<file path="src/rtl/fifo_stream_reader.sv">
// fifo_stream_reader: drains a FIFO with one-cycle registered read data onto a valid/ready
// stream through a 3-entry circular register buffer. fifo_pop is derived only from local
// registers, rst and fifo_empty, so out_ready never reaches fifo_pop combinationally.
// Optional packet framing (beat counter driving out_last from cfg_len) is compiled in when
// the macro FIFO_STREAM_READER_LAST_EN is defined; otherwise out_last is tied low.
module fifo_stream_reader #(
   parameter int unsigned DATA_WIDTH = 16,
   parameter int unsigned LEN_WIDTH  = 8
) (
   input  logic                  clk,
   input  logic                  rst,
   input  logic                  fifo_empty,
   output logic                  fifo_pop,
   input  logic [DATA_WIDTH-1:0] fifo_pop_data,
   output logic                  out_valid,
   input  logic                  out_ready,
   output logic [DATA_WIDTH-1:0] out_data,
   output logic [1:0]            buf_count,
   input  logic [LEN_WIDTH-1:0]  cfg_len,
   output logic                  out_last
);

   logic [DATA_WIDTH-1:0] buf_q [3];
   logic [1:0]            head_q, head_d;
   logic [1:0]            tail_q, tail_d;
   logic [1:0]            occ_q, occ_d;
   logic                  inflight_q;
   logic                  take;
   logic                  capture;

   function automatic logic [1:0] ptr_inc(input logic [1:0] p);
      return (p == 2'd2) ? 2'd0 : p + 2'd1;
   endfunction

   // Reserve a slot for every word already buffered or still coming back from the FIFO.
   assign fifo_pop  = !rst && !fifo_empty && (({1'b0, occ_q} + {2'b00, inflight_q}) < 3'd3);
   assign capture   = inflight_q;
   assign take      = out_valid && out_ready;
   assign out_valid = (occ_q != 2'd0);
   assign out_data  = buf_q[head_q];
   assign buf_count = occ_q;

   // Next-state pointers and occupancy from capture/take.
   always_comb begin
      head_d = head_q;
      tail_d = tail_q;
      occ_d  = occ_q;
      if (capture) begin
         tail_d = ptr_inc(tail_q);
      end
      if (take) begin
         head_d = ptr_inc(head_q);
      end
      case ({capture, take})
         2'b10:   occ_d = occ_q + 2'd1;
         2'b01:   occ_d = occ_q - 2'd1;
         default: occ_d = occ_q;
      endcase
   end

   // Buffer, pointers, occupancy and in-flight flag; reset discards everything.
   always_ff @(posedge clk) begin
      if (rst) begin
         head_q     <= 2'd0;
         tail_q     <= 2'd0;
         occ_q      <= 2'd0;
         inflight_q <= 1'b0;
         for (int i = 0; i < 3; i++) begin
            buf_q[i] <= '0;
         end
      end else begin
         head_q     <= head_d;
         tail_q     <= tail_d;
         occ_q      <= occ_d;
         inflight_q <= fifo_pop;
         if (capture) begin
            buf_q[tail_q] <= fifo_pop_data;
         end
      end
   end

`ifndef SYNTHESIS
   // A full buffer must never have a word still in flight.
   always_ff @(posedge clk) begin
      if (!rst) begin
         assert (!(occ_q == 2'd3 && inflight_q))
            else $error("fifo_stream_reader: buffer overrun (occ=3 with word in flight)");
      end
   end
`endif

`ifdef FIFO_STREAM_READER_LAST_EN
   logic [LEN_WIDTH-1:0] beat_q;
   logic [LEN_WIDTH-1:0] last_beat;

   // cfg_len of 0 behaves as a 1-word packet.
   assign last_beat = (cfg_len == '0) ? '0 : cfg_len - LEN_WIDTH'(1);
   assign out_last  = out_valid && (beat_q == last_beat);

   // Beat counter: counts takes, wraps after the last word of a packet.
   always_ff @(posedge clk) begin
      if (rst) begin
         beat_q <= '0;
      end else if (take) begin
         beat_q <= out_last ? '0 : beat_q + LEN_WIDTH'(1);
      end
   end
`else
   logic unused_cfg_len;

   assign unused_cfg_len = ^cfg_len;
   assign out_last       = 1'b0;
`endif

endmodule

</file>
<file path="config.mk">
export PLATFORM = sky130hd
export DESIGN_NAME = fifo_stream_reader
export DESIGN_NICKNAME = d
export VERILOG_FILES = /design/src/rtl/fifo_stream_reader.sv
export SDC_FILE = /design/constraint.sdc
export NUM_CORES = 1
export LEC_CHECK = 0
export BUFFER_PORTS_ARGS = -buffer_cell sky130_fd_sc_hd__clkbuf_2
export CAP_MARGIN = 10
export CORE_UTILIZATION = 44
export DETAILED_ROUTE_END_ITERATION = 8
export GPL_ROUTABILITY_DRIVEN = 0
export PLACE_DENSITY_LB_ADDON = 0.12
export SLEW_MARGIN = 20
export SYNTH_ARGS = -nofsm -noshare
export SYNTH_HDL_FRONTEND = slang
export SYNTH_SLANG_ARGS = --single-unit
</file>
<file path="constraint.sdc">
create_clock -name clk -period 2.55 [get_ports clk]
set_clock_uncertainty 0.15 [all_clocks]
set_input_delay 0.1275 -clock clk [delete_from_list [all_inputs] [get_ports clk]]
set_output_delay 0.1275 -clock clk [all_outputs]
set_load 0.02 [all_outputs]
</file>
==> run metrics <==
status=completed; fillers=572; clk_lat worst skew=330 ps; Comb power frac=21.5%; vias in the first global route=1812; Initial DRC Count=78; number of flops mapped to enable cells by yosys=64; first-pass GRT wire length=9040 µm; Most used DFF post-synth=edfxtp_1; core area=6830 µm²; CTS tree=built; post-route setup slack=353 ps; Worst slew margin=55.1%; Crit Path Class=flip-flop to output port; DR vias=1765; yosys warns=0; Final Power=2.89 mW; CTS sink cnt=73; Seq/Total Area, Yosys=67.3%; Flop pwr share=49.4%; # IOs=49; share of cells above drive strength 1=31.3%; gr ovfl total=0; synth top area cells=edfxtp_1 62%, and2_1 9.6%, mux4_2 9.4%; top-count cell post-synth=edfxtp_1; TritonCTS Buffers=9; Worst-Margin Slew=671 ps; Int Pwr=2.10 mW; RSZ-0062 raised after global routing=no; final hold vios=0; DR DRC count=0; post-DP HPWL=3560 µm; Synth cell types=32; TritonRoute pass-1 iters=4; synthesized instance count=185; maximum vdd drop=435 µV; Avg WL per Cell=16.4 µm; CP arrival=1920 ps; DR vias/cell=5.01; switch share=27.5%; Async SR Flop Fraction=0%; Data required, critical path=2270 ps; die width=86.3 µm; initial antenna violation count=0; Clock Tree Buf Depth=2; Post-Place Cells=318; site row count=30; crit path max fanout=6; remaining antenna violation count=0; worst hold path class=primary input to flip-flop; final worst-path cycle share=86.2%; layout net count=282; synthesized flop and latch total=73; Max Cap Viol=0; Die Footprint=7440 µm²; post-synth top area share=61.5%; sequential cell area=2100 µm²; largest net degree at the start of global routing=17; CP Launch Type=flip-flop; Leakage=1.44 nW; final cell count without fillers=352; leading area contributor after synthesis=edfxtp_1; H-tree Lvls=3; Chip Height=86.3 µm; GRT Overall Usage=17.3%; DP Worst Slack=677 ps; Synth Cell Area=3120 µm²; post-layout util=55.4%; Final Critical Period=2200 ps; leading cell types by count after synthesis=64 x edfxtp_1, 48 x and2_1, 13 x mux4_2; CTS root buffer=clkbuf_8; setup_tns=0 ps; Syn Nets=216; synthesis-to-layout area growth=21.2%; PortBufs=39; Post-CTS Resized=0; Clock Power Share=29.1%; multi-input logic area=936 µm²; f_max=455 MHz; Initial Utilization=45.7%; Mean Syn Cell Area=16.9 µm²; clock slew at reported path FFs=70 ps; Slew Viols, Final=0; Setup crit end kind=output port; Total Wirelength=5790 µm; # diodes=0; pwr dens=764 nW/µm²; switching power total=0.797 mW; Setup violations, final=0
power groups by stage:
stage               Sequential [mW]  Combinational, mW  Clock, mW
finish                         1.43              0.621      0.843
global route                   1.44              0.666      0.921
CTS                            1.43              0.632      0.861
detailed placement             1.46              0.609          0
global placement               1.45              0.588          0
floorplan                      1.46              0.443          0
timing repair:
item,4_1_cts,5_1_grt
hold buffers,18,0
hold endpoints to repair,67,0
setup buffers,0,0
critical path: stages (launching register included):
cell and delay [ps]:
dfxtp_1 470, ha_1 210, ha_1 230, a2111oi_0 430, clkbuf_2 240
per-stage QoR:
step | hold slack (ps) | cell area (µm²)
after floorplan | 60.6 | 3120
after global placement | 166 | 3420
after detailed placement | 177 | 3420
after CTS | 32.0 | 3790
after global routing | 51.2 | 3790
final | 42.2 | 3790
cells in the final DEF (no fill, tap or decap):
cell / synthesis / layout
a2111oi_0: 2 / 2
clkbuf_8: 0 / 9
clkinv_4: 0 / 1
o21ai_0: 1 / 1
nand2_1: 5 / 5
and2_1: 48 / 48
nand2b_1: 2 / 2
nor3_4: 2 / 2
xnor2_1: 1 / 1
mux4_2: 13 / 13
nand2b_2: 1 / 1
clkbuf_2: 2 / 39
edfxtp_1: 64 / 64
nor2_1: 3 / 3
o21ai_2: 1 / 1
inv_1: 2 / 2
or3b_1: 1 / 1
or2_2: 1 / 1
nor2b_1: 1 / 1
clkinv_1: 0 / 2
dlygate4sd3_1: 0 / 18
ha_1: 3 / 3
dfxtp_1: 9 / 9
or3_1: 2 / 2
bufinv_16: 0 / 1
buf_4: 1 / 8
nor2_4: 1 / 1
o21bai_1: 2 / 2
clkinv_2: 0 / 3
a21oi_1: 4 / 4
xor2_1: 1 / 1
conb_1: 1 / 1
mux4_1: 3 / 3
mux2i_1: 1 / 1
cells by family after synthesis:
group	after synthesis	synth area share [%]
AOI/OAI and AO/OA	10	2.12
xor gates and xnor gates	2	0.561
and+or+nand+nor	67	13.7
muxes	17	12.2
DFF	73	67.3
buffers and inverters	12	2.76
other	1	0.120
adders and majority gates	3	1.20
metal layers:
metal	track usage, %	wire (µm)
met2	30.4	2970
met1	19.6	2470
met3	3.71	214
met4	10.2	140
met5	0	0
layout make-up:
cell class | count | share of cell area, %
clock buffers | 9 | 3.27
clock inverters | 7 | 1.62
inverters | 2 | 0.198
multi-input cells | 100 | 24.7
flip-flops and latches | 73 | 55.5
well taps | 96 | 3.17
repair buffers | 65 | 11.5
worst paths after layout:
| check | startpoint | endpoint | slack [ps] | cells after the start |
|---|---|---|---|---|
| setup / recovery | buf_count[0] | fifo_pop | 350 | 4 |
| hold / removal | rst | tail_q[1] | 40 | 2 |
| setup reg to reg | buf_count[0] | buf_count[1] | 770 | 5 |
| hold reg to reg | head_q[0] | head_q[0] | 340 | 2 |
flip-flops by register name (all words and copies together), names as in the netlist, named ones only:
signal and cells:
buf_count 2, buf_q 64, capture 1, head_q 2
tail_q 2
No activity file was read; power rests on OpenSTA's default activity.
